$ cat src/rtl/icache_responder_pkg.sv
// Shared types and constants for the direct-mapped instruction cache.
package icache_responder_pkg;

  localparam int ICACHE_SETS   = 16;
  localparam int ICACHE_WORD_W = 32;

  typedef logic [ICACHE_WORD_W-1:0] word_t;

  typedef enum logic {
    IDLE  = 1'b0,
    FETCH = 1'b1
  } icache_state_t;

  // Frame layout for the default geometry: {valid, tag, data}.
  typedef struct packed {
    logic                                        valid;
    logic [ICACHE_WORD_W-3-$clog2(ICACHE_SETS):0] tag;
    word_t                                       data;
  } icache_frame_t;

  // Counters stick at all-ones instead of wrapping back to zero.
  function automatic logic [31:0] sat_inc(input logic [31:0] value);
    return (value == 32'hFFFF_FFFF) ? value : value + 32'd1;
  endfunction

endpackage

$ cat src/rtl/icache_responder_frame_array.sv
// Frame storage: per-set valid bit (async reset), tag and data words.
// One combinational read port, one synchronous write port, global invalidate.
module icache_responder_frame_array #(
  parameter  int SETS   = 16,
  parameter  int WORD_W = 32,
  localparam int IDX_W  = $clog2(SETS),
  localparam int TAG_W  = WORD_W - 2 - IDX_W
) (
  input  logic              i_clk,
  input  logic              i_rst_n,
  input  logic [IDX_W-1:0]  i_rd_idx,
  output logic              o_rd_valid,
  output logic [TAG_W-1:0]  o_rd_tag,
  output logic [WORD_W-1:0] o_rd_data,
  input  logic              i_wr_en,
  input  logic [IDX_W-1:0]  i_wr_idx,
  input  logic [TAG_W-1:0]  i_wr_tag,
  input  logic [WORD_W-1:0] i_wr_data,
  input  logic              i_invalidate
);

  logic [SETS-1:0]   r_valid;
  logic [TAG_W-1:0]  r_tag  [SETS];
  logic [WORD_W-1:0] r_data [SETS];

  // Valid bits: invalidate wins over a same-cycle fill, so the filled frame stays invalid.
  always_ff @(posedge i_clk or negedge i_rst_n) begin
    if (!i_rst_n) begin
      r_valid <= '0;
    end else if (i_invalidate) begin
      r_valid <= '0;
    end else if (i_wr_en) begin
      r_valid[i_wr_idx] <= 1'b1;
    end
  end

  // Tag/data payload is written on every fill, even when invalidate suppresses valid.
  always_ff @(posedge i_clk) begin
    if (i_wr_en) begin
      r_tag[i_wr_idx]  <= i_wr_tag;
      r_data[i_wr_idx] <= i_wr_data;
    end
  end

  assign o_rd_valid = r_valid[i_rd_idx];
  assign o_rd_tag   = r_tag[i_rd_idx];
  assign o_rd_data  = r_data[i_rd_idx];

endmodule

$ cat src/rtl/icache_responder.sv
// Direct-mapped instruction cache: lookup/miss FSM, fill forwarding and hit/miss counters.
module icache_responder
  import icache_responder_pkg::*;
#(
  parameter  int SETS   = ICACHE_SETS,
  parameter  int WORD_W = ICACHE_WORD_W,
  localparam int IDX_W  = $clog2(SETS),
  localparam int TAG_W  = WORD_W - 2 - IDX_W
) (
  input  logic              CLK,
  input  logic              nRST,
  input  logic              dpif_imemREN,
  input  logic [WORD_W-1:0] dpif_imemaddr,
  output logic              dpif_ihit,
  output logic [WORD_W-1:0] dpif_imemload,
  input  logic              dpif_invalidate,
  output logic              ccif_iREN,
  output logic [WORD_W-1:0] ccif_iaddr,
  input  logic              ccif_iwait,
  input  logic [WORD_W-1:0] ccif_iload,
  output logic [31:0]       hit_count,
  output logic [31:0]       miss_count
);

  icache_state_t     r_state;
  icache_state_t     w_state_next;
  logic [WORD_W-1:0] r_miss_addr;
  logic [31:0]       r_hit_count;
  logic [31:0]       r_miss_count;

  logic              w_rd_valid;
  logic [TAG_W-1:0]  w_rd_tag;
  logic [WORD_W-1:0] w_rd_data;
  logic              w_lookup_hit;
  logic              w_fill;
  logic              w_count_hit;
  logic              w_count_miss;

  // Lookups always index with the live fetch address; fills use the latched miss address.
  icache_responder_frame_array #(
    .SETS   (SETS),
    .WORD_W (WORD_W)
  ) u_frames (
    .i_clk        (CLK),
    .i_rst_n      (nRST),
    .i_rd_idx     (dpif_imemaddr[IDX_W+1:2]),
    .o_rd_valid   (w_rd_valid),
    .o_rd_tag     (w_rd_tag),
    .o_rd_data    (w_rd_data),
    .i_wr_en      (w_fill),
    .i_wr_idx     (r_miss_addr[IDX_W+1:2]),
    .i_wr_tag     (r_miss_addr[WORD_W-1:IDX_W+2]),
    .i_wr_data    (ccif_iload),
    .i_invalidate (dpif_invalidate)
  );

  assign w_lookup_hit = dpif_imemREN & w_rd_valid
                      & (w_rd_tag == dpif_imemaddr[WORD_W-1:IDX_W+2]);

  // Next state and all datapath/memory outputs; everything defaults to idle/zero.
  always_comb begin
    w_state_next  = r_state;
    dpif_ihit     = 1'b0;
    dpif_imemload = '0;
    ccif_iREN     = 1'b0;
    ccif_iaddr    = '0;
    w_fill        = 1'b0;
    w_count_hit   = 1'b0;
    w_count_miss  = 1'b0;
    case (r_state)
      IDLE: begin
        if (dpif_imemREN) begin
          if (w_lookup_hit) begin
            dpif_ihit     = 1'b1;
            dpif_imemload = w_rd_data;
            w_count_hit   = 1'b1;
          end else begin
            w_count_miss = 1'b1;
            w_state_next = FETCH;
          end
        end
      end
      FETCH: begin
        ccif_iREN  = 1'b1;
        ccif_iaddr = r_miss_addr;
        if (!ccif_iwait) begin
          w_fill       = 1'b1;
          w_state_next = IDLE;
          // Forward only if the datapath is still asking for the missed word (no branch away).
          if (dpif_imemREN && (dpif_imemaddr == r_miss_addr)) begin
            dpif_ihit     = 1'b1;
            dpif_imemload = ccif_iload;
          end
        end
      end
      default: w_state_next = IDLE;
    endcase
  end

  // State, miss address and saturating counters.
  always_ff @(posedge CLK or negedge nRST) begin
    if (!nRST) begin
      r_state      <= IDLE;
      r_miss_addr  <= '0;
      r_hit_count  <= '0;
      r_miss_count <= '0;
    end else begin
      r_state <= w_state_next;
      if (w_count_miss) begin
        r_miss_addr  <= dpif_imemaddr;
        r_miss_count <= sat_inc(r_miss_count);
      end
      if (w_count_hit) begin
        r_hit_count <= sat_inc(r_hit_count);
      end
    end
  end

  assign hit_count  = r_hit_count;
  assign miss_count = r_miss_count;

endmodule

$ cat config.mk
export PLATFORM = sky130hd
export DESIGN_NAME = icache_responder
export DESIGN_NICKNAME = d
export VERILOG_FILES = /design/src/rtl/icache_responder_pkg.sv /design/src/rtl/icache_responder_frame_array.sv /design/src/rtl/icache_responder.sv
export SDC_FILE = /design/constraint.sdc
export NUM_CORES = 1
export LEC_CHECK = 0
export BUFFER_PORTS_ARGS = -buffer_cell sky130_fd_sc_hd__buf_2
export CAP_MARGIN = 0
export CORE_ASPECT_RATIO = 0.5
export CORE_MARGIN = 3
export CORE_UTILIZATION = 55
export DETAILED_ROUTE_END_ITERATION = 7
export HOLD_SLACK_MARGIN = 0.08
export PLACE_DENSITY = 0.75
export REMOVE_ABC_BUFFERS = 1
export SLEW_MARGIN = 0
export SYNTH_ARGS = -nofsm -noshare
export SYNTH_HDL_FRONTEND = slang
export SYNTH_SLANG_ARGS = --single-unit
$ cat constraint.sdc
create_clock -name CLK -period 6 [get_ports CLK]
set_input_delay 0.9 -clock CLK [delete_from_list [all_inputs] [get_ports CLK]]
set_output_delay 0.9 -clock CLK [all_outputs]
set_load 0.02 [all_outputs]
==> results summary <==
The met2 capacity usage during global routing is 39.4%. The share of synthesized flip-flops with an asynchronous set or reset is 10.9%. The final worst-path cycle share came out at 91.6%. The XOR/XNOR share of the synthesized area is 2.48%. The number of CTS-inserted buffers is 88. The net switching share of the total power came out at 22.7%.

The worst setup path is launched from an input port. The die width came out at 395 um. The internal power of the cells totals 11.9 mW. The share of final-layout standard cells stronger than drive strength 1 came out at 29.8%. The met1 layer usage reported by global route came out at 35.0%. Prior to clock tree synthesis, the placed netlist has a worst setup slack of 0.506 ns. In the global route stage, overall resource usage came out at 24.5%. IR analysis of the VDD net gives a maximum drop of 174 uV. Among all flip-flop cells after synthesis, the most frequent one is edfxtp_1. In this run the clock root is driven by a clkbuf_16. The number of rows created at floorplan is 70.

The worst-path maximum fanout is 49. The via count of the first global-routing pass came to 21800. The share of total power in the clock network came out at 36.4%. The net total in the final layout is 2419.

The cell area after synthesis is 41700 um^2. The number of ports placed on the die boundary came out at 199. The post-synthesis cell count is 2091. The final-layout setup total negative slack is 0 ns. The biggest area contributor in the post-synthesis netlist is edfxtp_1. The simple-gate share of the synthesized area is 4.40%.

The total DRC errors in the routed layout is 0. TritonCTS built the clock tree. The buffer levels on the longest clock path came out at 3. The run finished with clean final reports. The initial utilization of the core area, before any placement, comes to 56.3%. The library cells used most frequently in the layout, excluding fill and tap cells, are edfxtp_1 (928), mux4_2 (261), buf_2 (193). The number of buffers added on ports is 198. The die area is 79300 um^2.

The number of detailed-routing iterations run before antenna repair is 5. Summing over every cut layer, the via total after detailed routing is 21500. The last weighted congestion value of the routability-driven placer is 0.829. The max-cap violation count came out at 0. The synthesized-area fraction occupied by ao, oa, aoi and oai cells is 1.27%.

At the later pin of the worst-skew pair, clock insertion delay measures 0.64 ns. The maximum frequency from static timing analysis came out at 0.182 GHz. The first global-routing pass estimated 144 mm of wire. The remaining antenna violation count after routing came out at 0. The number of max-slew violations in the final report is 0. The final count of hold timing violations is 0. The endpoint type of the worst setup path is an output pin. Leaving out fill and tap cells, the most frequent cell in the layout is edfxtp_1. The portion of netlist area occupied by mux cells is 16.6%.

After clock tree synthesis, the flow added hold-fix buffers numbering 0. The type of the worst min-delay path is in -> async. After detailed routing, the average wire length per cell comes to 28.1 um. Of the total power, registers draw 56.0%. The adder and majority cell fraction of the synthesized area came out at 0.0600%. The minimum clock period came out at 5.49 ns. The total congestion overflow is 0.

The final-report setup violation count came out at 0. The final worst clock skew is 0.0206 ns. The count of unique library cells instantiated by Yosys is 58. For the pin with the worst max-slew slack, the measured transition is 1.21 ns. The share of total power in combinational logic came out at 7.6%. The number of synthesized flops with an enable pin came out at 928.

The total wire length after detailed routing is 96.5 mm. Data arrives at the worst endpoint at 4.59 ns. The H-tree was split into 3 levels. The die height is 201 um. STA puts the critical path data required time at 5.10 ns. The estimated wirelength of the detail-placed design is 53.7 mm.

The worst-case headroom to the max-slew limit is 18.9%. The number of antenna violations at the first check in global routing is 1. After synthesis, the largest family of logic cells by area is multiplexers. The analysis attributes to net switching a power of 3.47 mW.

The share of the yosys chip area belonging to registers came out at 73.6%. The largest net degree at the start of global routing came out at 62. From synthesis to final layout, the design area changed by 12.8%. The number of warnings reported in the yosys synthesis log came out at 0. In this run the static leakage power is 16.1 nW. Setup repair after global routing left no endpoint under its margin.

Ranked by total cell area, the synthesized netlist is headed by edfxtp_1 (67%), mux4_2 (14%), dfrtp_1 (6.8%). Setup slack on the critical path of the routed design comes to 0.506 ns. In this run the post-CTS setup repair buffer count came out at 0. The number of design-rule violations left by the first detailed-router iteration came out at 2316. The area inside the core boundary is 74000 um^2. The synthesized area per cell is 19.9 um^2.

For this design the ratio of total power to cell area is 326 nW/um^2. The post-cts repair resize count came out at 0. Using the TritonRoute via totals, the vias-per-cell ratio works out to 6.27.

The global-route met3 utilization is 4.13%. The portion of synthesized cell area occupied by the leading cell type came out at 66.9%. The post-synthesis sequential element count came out at 1041. The clock drives 1041 sinks. The clock-pin slew reported for the worst setup and hold paths after clock tree synthesis is 0.06 ns. The global-route layer with the greatest usage is met2. The layout filler cell count came out at 4912. The classification of the worst setup path is in -> out.
power by group through the flow:
stage	Sequential, mW	Clock, mW	Combinational [mW]
after global placement	8.71	0	1.16
after CTS	8.58	5.66	1.18
after detailed placement	8.73	0	1.17
after global routing	8.62	5.94	1.25
after floorplan	8.65	0	0.615
final	8.58	5.58	1.17
final timing paths:
path / cells after the start / slack, ns / endpoint / start
worst min register to register: 1 / 0.49 / hit_count[11] / hit_count[11]
worst max register to register: 12 / 1.97 / miss_count[30] / u_frames.r_tag[15][0]
min in group CLK: 1 / 0.49 / hit_count[11] / hit_count[11]
worst min-delay path: 1 / 0.35 / hit_count[1] / nRST
max in group asynchronous: 2 / 4.24 / miss_count[5] / nRST
worst max-delay path: 13 / 0.51 / dpif_imemload[18] / dpif_imemaddr[4]
worst max-delay path, stage by stage:
cell and delay (ns):
buf_8 0.40, buf_12 0.35, mux4_2 0.55, a22oi_1 0.25
a21oi_1 0.17, a2111oi_0 0.52, nand4_1 0.17, nor4_2 0.17
buf_4 0.22, nand3_2 0.09, buf_4 0.29, o21ai_0 0.23
buf_2 0.20
registers in the layout (all words and copies together), names as in the netlist:
register and flops:
hit_count 32, u_frames.r_tag 416, u_frames.r_valid 16, u_frames.r_data 512, r_state 1, r_miss_addr 32, miss_count 32
layout make-up:
| type | count | area, um^2 | share of cell area (%) |
|---|---|---|---|
| flip-flops and latches | 1041 | 30700 | 65.3 |
| clock inverters | 35 | 304 | 0.647 |
| well taps | 1008 | 1260 | 2.68 |
| inverters | 40 | 150 | 0.319 |
| clock buffers | 126 | 2480 | 5.27 |
| diodes | 2 | 5.00 | 0.0106 |
| multi-input cells | 909 | 10500 | 22.3 |
| repair buffers | 268 | 1660 | 3.53 |
synthesized netlist by cell type, types with 3 or more instances:
master	number
edfxtp_1	928
mux4_2	261
dfrtp_1	113
nor2_1	76
nand2_1	67
xnor2_1	65
mux2i_1	55
xor2_1	53
mux2_2	41
and2_1	40
inv_1	40
o21ai_0	40
clkbuf_1	38
nand3_1	37
nand4_1	33
buf_2	32
and3_1	27
nor3_1	17
buf_1	14
buf_4	12
nor4_1	12
a22oi_1	10
a21oi_1	8
nand2b_1	8
and4_1	6
nor2b_1	6
buf_6	5
a211o_1	3
a31oi_1	3
nor4_2	3
or3_1	3
metrics by stage:
step           hold WS (ns)  instances  cell area, um^2  total power, mW  util [%]
5_1_grt               0.423       3428            47000             15.8      63.5
3_5_place_dp          0.476       3266            44200             9.91      59.8
2_1_floorplan         0.461       1990            41200             9.27         -
4_1_cts               0.380       3427            47000             15.4      63.5
6_report              0.353       3429            47000             15.3      63.5
3_3_place_gp          0.473       3266            44200             9.86      59.8
layer usage:
metal,wire length [um],up-vias
li1,-,8953
met1,39200,11300
met2,47200,1049
met3,7350,170
met4,2780,0
met5,0,-
kinds of logic (layout without fill, tap and decap cells):
family / after synthesis / in the layout
flip-flops: 1041 / 1041
AO/OA/AOI/OAI: 82 / 82
multiplexers: 358 / 358
XOR/XNOR: 118 / 118
adder cells (fa/ha/maj): 2 / 2
buffers and inverters: 141 / 469
AND/OR/NAND/NOR: 349 / 349
other: 0 / 2
(Power assumes the default switching activity.)
